<file path="src/rtl/fp_result_monitor.sv">
// Captures add/sub operands and results, classifies the result and queues it for a consumer.
// Latency: in_valid in cycle N reaches the out_* ports in cycle N+2 when the queue is empty.
// Backpressure: out_ready stalls the queue; entries arriving while the queue is full are dropped and counted.
//
// Ports:
//   clk, rst_n                 clock, asynchronous active-low reset
//   in_valid, a, b,
//   operation_select, result   observed add/sub transaction (0 = add, 1 = subtract)
//   out_valid, out_ready       show-ahead head-of-queue handshake
//   out_a, out_b, out_op,
//   out_result                 captured words of the head entry (0 when empty)
//   sign_result, exp_result,
//   mantissa_result            fields of out_result
//   result_class               0 ZERO, 1 DENORM, 2 NORMAL, 3 INF, 4 QNAN, 5 SNAN
//   fifo_count, fifo_full      queue occupancy
//   overflow_cnt               dropped entries, saturating at 255

// Generic show-ahead FIFO with a registered occupancy count.
// Latency: a push is visible on rd_dat the cycle after it is written.
// Backpressure: wr_rdy drops when full unless a pop frees a slot in the same cycle.
module fp_result_fifo #(
    parameter int W     = 8,
    parameter int DEPTH = 4
) (
    input  logic                     clk,
    input  logic                     rst_n,
    input  logic                     wr_vld,
    input  logic [W-1:0]             wr_dat,
    output logic                     wr_rdy,
    output logic                     rd_vld,
    input  logic                     rd_rdy,
    output logic [W-1:0]             rd_dat,
    output logic [$clog2(DEPTH):0]   count
);
    localparam int AW = $clog2(DEPTH);
    localparam int CW = AW + 1;

    logic [W-1:0]  mem [DEPTH];
    logic [AW-1:0] wr_ptr;
    logic [AW-1:0] rd_ptr;
    logic          push;
    logic          pop;

    assign rd_vld = (count != '0);
    assign pop    = rd_vld && rd_rdy;
    // A slot freed by a same-cycle pop can be refilled immediately.
    assign wr_rdy = (count != CW'(DEPTH)) || pop;
    assign push   = wr_vld && wr_rdy;
    assign rd_dat = mem[rd_ptr];

    always_ff @(posedge clk or negedge rst_n) begin
        if (!rst_n) begin
            for (int i = 0; i < DEPTH; i++) begin
                mem[i] <= '0;
            end
            wr_ptr <= '0;
            rd_ptr <= '0;
            count  <= '0;
        end else begin
            if (push) begin
                mem[wr_ptr] <= wr_dat;
                wr_ptr      <= wr_ptr + 1'b1;   // DEPTH is a power of two, so the pointer wraps naturally
            end
            if (pop) begin
                rd_ptr <= rd_ptr + 1'b1;
            end
            case ({push, pop})
                2'b10:   count <= count + 1'b1;
                2'b01:   count <= count - 1'b1;
                default: count <= count;
            endcase
        end
    end
endmodule

module fp_result_monitor #(
    parameter int WIDTH     = 32,
    parameter int EXP_BITS  = 8,
    parameter int MANT_BITS = 23,
    parameter int DEPTH     = 4
) (
    input  logic                   clk,
    input  logic                   rst_n,
    input  logic                   in_valid,
    input  logic [WIDTH-1:0]       a,
    input  logic [WIDTH-1:0]       b,
    input  logic                   operation_select,
    input  logic [WIDTH-1:0]       result,
    output logic                   out_valid,
    input  logic                   out_ready,
    output logic [WIDTH-1:0]       out_a,
    output logic [WIDTH-1:0]       out_b,
    output logic [WIDTH-1:0]       out_result,
    output logic                   out_op,
    output logic                   sign_result,
    output logic [EXP_BITS-1:0]    exp_result,
    output logic [MANT_BITS-1:0]   mantissa_result,
    output logic [2:0]             result_class,
    output logic [$clog2(DEPTH):0] fifo_count,
    output logic                   fifo_full,
    output logic [7:0]             overflow_cnt
);
    localparam int CW = $clog2(DEPTH) + 1;

    localparam logic [2:0] CLS_ZERO   = 3'd0;
    localparam logic [2:0] CLS_DENORM = 3'd1;
    localparam logic [2:0] CLS_NORMAL = 3'd2;
    localparam logic [2:0] CLS_INF    = 3'd3;
    localparam logic [2:0] CLS_QNAN   = 3'd4;
    localparam logic [2:0] CLS_SNAN   = 3'd5;

    typedef struct packed {
        logic [WIDTH-1:0] a;
        logic [WIDTH-1:0] b;
        logic             op;
        logic [WIDTH-1:0] res;
        logic [2:0]       cls;
    } entry_t;

    localparam int EW = $bits(entry_t);

    // Stage 1: capture registers
    logic             s1_vld;
    logic [WIDTH-1:0] s1_a;
    logic [WIDTH-1:0] s1_b;
    logic             s1_op;
    logic [WIDTH-1:0] s1_res;

    always_ff @(posedge clk or negedge rst_n) begin
        if (!rst_n) begin
            s1_vld <= 1'b0;
            s1_a   <= '0;
            s1_b   <= '0;
            s1_op  <= 1'b0;
            s1_res <= '0;
        end else begin
            s1_vld <= in_valid;
            s1_a   <= a;
            s1_b   <= b;
            s1_op  <= operation_select;
            s1_res <= result;
        end
    end

    // Stage 2: classify and push
    logic [EXP_BITS-1:0]  s1_exp;
    logic [MANT_BITS-1:0] s1_mant;
    logic [2:0]           s1_cls;

    assign s1_exp  = s1_res[WIDTH-2 -: EXP_BITS];
    assign s1_mant = s1_res[MANT_BITS-1:0];

    // Sign bit is deliberately ignored: -0 is ZERO, -inf is INF.
    always_comb begin
        s1_cls = CLS_NORMAL;
        if (s1_exp == '0) begin
            s1_cls = (s1_mant == '0) ? CLS_ZERO : CLS_DENORM;
        end else if (&s1_exp) begin
            if (s1_mant == '0) begin
                s1_cls = CLS_INF;
            end else if (s1_mant[MANT_BITS-1]) begin
                s1_cls = CLS_QNAN;
            end else begin
                s1_cls = CLS_SNAN;
            end
        end
    end

    entry_t wr_ent;
    entry_t head;
    logic   wr_rdy;
    logic   head_vld;

    assign wr_ent = '{a: s1_a, b: s1_b, op: s1_op, res: s1_res, cls: s1_cls};

    fp_result_fifo #(
        .W     (EW),
        .DEPTH (DEPTH)
    ) u_fifo (
        .clk    (clk),
        .rst_n  (rst_n),
        .wr_vld (s1_vld),
        .wr_dat (wr_ent),
        .wr_rdy (wr_rdy),
        .rd_vld (head_vld),
        .rd_rdy (out_ready),
        .rd_dat (head),
        .count  (fifo_count)
    );

    // Drop counter; a push that coincides with a pop is never a drop.
    always_ff @(posedge clk or negedge rst_n) begin
        if (!rst_n) begin
            overflow_cnt <= '0;
        end else if (s1_vld && !wr_rdy && (overflow_cnt != 8'hff)) begin
            overflow_cnt <= overflow_cnt + 8'd1;
        end
    end

    // Outputs are forced to zero while the queue is empty so stale slots never leak.
    assign out_valid       = head_vld;
    assign out_a           = head_vld ? head.a   : '0;
    assign out_b           = head_vld ? head.b   : '0;
    assign out_op          = head_vld ? head.op  : 1'b0;
    assign out_result      = head_vld ? head.res : '0;
    assign result_class    = head_vld ? head.cls : CLS_ZERO;
    assign sign_result     = out_result[WIDTH-1];
    assign exp_result      = out_result[WIDTH-2 -: EXP_BITS];
    assign mantissa_result = out_result[MANT_BITS-1:0];
    assign fifo_full       = (fifo_count == CW'(DEPTH));
endmodule

</file>
<file path="config.mk">
export PLATFORM = sky130hd
export DESIGN_NAME = fp_result_monitor
export DESIGN_NICKNAME = d
export VERILOG_FILES = /design/src/rtl/fp_result_monitor.sv
export SDC_FILE = /design/constraint.sdc
export NUM_CORES = 1
export LEC_CHECK = 0
export CORE_MARGIN = 8
export CORE_UTILIZATION = 57
export DETAILED_ROUTE_END_ITERATION = 12
export GPL_ROUTABILITY_DRIVEN = 1
export GPL_TIMING_DRIVEN = 0
export PLACE_DENSITY = 0.8
export SYNTH_ARGS = -nofsm -noshare
export SYNTH_HDL_FRONTEND = slang
export SYNTH_HIERARCHICAL = 1
export SYNTH_SLANG_ARGS = --single-unit
</file>
<file path="constraint.sdc">
create_clock -name clk -period 3.5 [get_ports clk]
set_input_delay 1.05 -clock clk [delete_from_list [all_inputs] [get_ports clk]]
set_output_delay 1.05 -clock clk [all_outputs]
set_load 0.005 [all_outputs]
</file>
==> results.md <==
- Count of cell types in the netlist: 41
- Vias: 12219
- Port buffer count: around 250
- Leakage component of the power: roughly 14 nW
- Number of hold violations in the final report: 0
- Number of clock buffers inserted by TritonCTS: 52
- Area occupied by registers: 12840 um2
- Clock share of power: 18.5%
- # fillers: between 2000 and 2500
- Number of top-level design ports: 246
- Share of total power in combinational logic: 49.8%
- Number of nets in the final layout: 1747
- Final std cells w/o fill: 2215
- Global-route wire length before repair: 81830 um
- Startpoint Class: flip-flop
- Worst setup EP type: primary output
- Total routing usage reported by global routing: a little over a fifth
- Maximum number of pins on one net before global-route repair: 128
- Sink count of the clock tree: 513
- Routed len/inst: roughly 24 um
- Maximum fanout count along the critical path: 6
- Antenna-violating nets left: 0
- Highest cell delay on the worst timing path: about 0.52 ns
- Vias in the first global route: between 10000 and 15000
- Worst-path cell chain: clkbuf_16 > buf_12 > buf_12 > buf_4 > mux4_2 > and2_4 > buf_4 > buf_4
- Syn Inst Count: 1292
- Warnings from Yosys: 6
- Post-Synthesis Mean Instance Area: 18.24 um2
- Number of buffers inserted for hold repair after clock tree synthesis: 0
- Initial antenna violation count: 1
- Family of cells with the greatest summed delay on the critical path: buffers and inverters
- Clock slew at reported path FFs: 0.06 ns
- Number of buffers on the longest clock path: 3
- Critical path class: flip-flop to primary output
- Yosys reg bits: 513
- Internal Pwr Total: 22.42 mW
- Areal power density over the cells: 1063 nW/um2
- Post-route DRC: 0
- Unrepaired setup endpoints after global routing: true
- Buffers and inverters on the worst path: 6
- Estimated wirelength of the detail-placed design: 32630 um
- Global-route congestion overflow total: 0
- Shortest period the worst path allows: between 3 and 4 ns
- Max-cap violations: 0
- Antenna fix cells: 0
- Final RePlAce weighted congestion: approximately 0.73
- Cell with the biggest individual delay on the critical path: sky130_fd_sc_hd__mux4_2
- Final setup violation count: 7
- Sequential share of the synthesized area: 54.48%
- Hold/Removal Path Class: input pin to async pin
- Violations in the final reports: negative setup slack
- CTS tree: yes
- Die X-Extent: 219.3 um
- Slack of the critical path: -0.04147 ns
- Count of routing violations after the opening detailed-route iteration: 801
- Post-synthesis net count: 1400
- Fraction of layout cells with a size suffix above 1: 50.74%
- Relative slew margins: about two fifths
- Seq pwr share: 31.6%
- Fraction of post-synthesis cell area in the top cell type by area: a little over half
- Outcome: complete, but fails checks
- Switching power of the nets: between 8 and 9 mW
- Starting Density: between 50% and 60%
- Clock Skew: 0.02076 ns
- Cells taking the most area after synthesis: sky130_fd_sc_hd__dfrtp_1, sky130_fd_sc_hd__mux2_4, sky130_fd_sc_hd__mux4_2, sky130_fd_sc_hd__buf_12, sky130_fd_sc_hd__and2_1
- H-tree lvl count: 2
- Clk Latency, worst-skew pair: about 0.59 ns
- Fraction of power spent switching nets: between 20 and 30%
- Worst voltage drop across the vdd grid: 0.6211 mV
- Die Footprint: 48100 um2
- Setup_tns: -0.1332 ns
- Post-synthesis instance area: 23560 um2
- Most frequent cells in the layout: sky130_fd_sc_hd__dfrtp_1, sky130_fd_sc_hd__mux2_4, sky130_fd_sc_hd__clkdlybuf4s50_1
- Clock tree root buffer cell: sky130_fd_sc_hd__clkbuf_16
- Area of combinational cells with multiple inputs: 9565 um2
- Period Utilization, post-route: 101.2%
- Crit path required time: around 2.5 ns
- Max-slew violations: 0
- Placed Cells incl. Taps: 2073
- FP Rows: 74
- Data arrival time at the worst-slack endpoint: roughly 2.5 ns
- Area growth from synthesis to final layout: 25.13%
- Chip height: 219.3 um
- Detailed Routing Iterations Pass 1: 4
- Max Fclk: 0.2824 GHz
- Worst Tran Pin Value: 0.8641 ns
- Most used cell along the critical path: sky130_fd_sc_hd__buf_4
- Final wirelength: 52080 um
- Vias per std cell: 5.516
- Commonest non-fill, non-tap cell in the layout: sky130_fd_sc_hd__dfrtp_1
- Cell accounting for the most synthesized area: sky130_fd_sc_hd__dfrtp_1
- Area of the core: 40830 um2
cells by family after synthesis:
kind of cell / after synthesis / share of synthesized area [%]
muxes: 504 / 35.25
xor gates and xnor gates: 10 / 0.3718
and+or+nand+nor: 134 / 3.781
adders and majority gates: 7 / 0.4036
DFF: 513 / 54.48
buffers and inverters: 114 / 5.438
AOI/OAI and AO/OA: 10 / 0.2708
routing by layer:
layer  track usage [%]  part of all wire, %  up-vias
met5                 0                    0        -
met4             5.027                  1.5        0
met3             5.039                  5.4       54
met2             34.53                   48      295
met1             30.58                   45     6546
li1                  -                    -     5324
cell usage after synthesis (all sizes together):
master,count
or3,1
nand3,1
a21oi,4
fa,1
mux2,403
nand2,5
or4b,1
dfrtp,513
xor2,3
nor3,1
nor2b,1
buf,87
nand2b,1
nor4,7
a31o,1
inv,5
o21ai,1
and3,5
clkbuf,22
xnor2,7
a21boi,1
nor3b,1
mux4,100
a31oi,2
or2,1
nor2,1
ha,6
and4,3
o31a,1
mux2i,1
nand4,5
and2,100
power groups by stage:
stage / Clock (mW) / Combinational, mW / Sequential [mW]
6_report: 5.81 / 15.6 / 9.91
5_1_grt: 6.19 / 16.6 / 10.2
4_1_cts: 5.93 / 15.4 / 9.85
3_5_place_dp: 0 / 15.0 / 9.82
3_3_place_gp: 0 / 14.8 / 9.77
2_1_floorplan: 0 / 9.73 / 9.36
flip-flops by register name, summed over array words and instances (netlist names):
register	flops
u_fifo/rd_ptr	2
s1_b	32
overflow_cnt	8
u_fifo/count	3
u_fifo/mem	400
s1_op	1
s1_vld	1
s1_res	32
u_fifo/wr_ptr	2
s1_a	32
worst reg2reg max path, delay by kind of cell (launching register included):
kind | cells | cell delay [ns]
buf+inv | 2 | 0.22
fa+ha+maj | 2 | 0.60
simple gates | 3 | 0.85
flops | 1 | 0.49
xor+xnor | 2 | 0.31
final cells by class:
| type | count | share of cell area, % |
|---|---|---|
| Clock buffer | 80 | 5.318 |
| Clock inverter | 18 | 0.8530 |
| Buffer | 109 | 5.262 |
| Timing Repair Buffer | 292 | 10.24 |
| Sequential cell | 513 | 43.56 |
| Multi-Input combinational cell | 666 | 32.44 |
| Tap cell | 532 | 2.258 |
| Inverter | 5 | 0.06366 |
worst paths after layout:
check                                 start              end  slack [ns]  depth (start not counted)
max in group asynchronous             rst_n  u_fifo/mem[385]        1.14                          4
setup reg to reg            u_fifo/count[0]  u_fifo/count[2]        0.94                          9
hold / removal                        rst_n       s1_res[18]        0.41                          1
min in group clk            u_fifo/mem[148]  u_fifo/mem[148]        0.50                          1
hold reg to reg             u_fifo/mem[148]  u_fifo/mem[148]        0.50                          1
setup / recovery           u_fifo/rd_ptr[0]   out_result[27]       -0.04                          8
metrics by stage:
stage | setup WS, ns | util [%] | total power, mW | cell area, um2 | hold WS, ns
6_report | -0.04147 | 72.20 | 31.33 | 29480 | 0.4125
3_3_place_gp | -20.48 | 65.34 | 24.52 | 26680 | 0.4874
2_1_floorplan | 0.6577 | - | 19.09 | 23560 | 0.4764
4_1_cts | -0.1879 | 71.09 | 31.14 | 29030 | 0.4045
3_5_place_dp | -0.5728 | 65.62 | 24.83 | 26790 | 0.4879
5_1_grt | -0.1185 | 72.20 | 32.96 | 29480 | 0.4384
what timing repair did:
action | CTS | global route
cloned | 3 | 5
setup endpoints to repair | 132 | 56
pin swaps | 12 | 9
buffers inserted | 17 | 21
gates resized for setup | 236 | 140
Note: power is estimated with default switching activity, not from simulation.
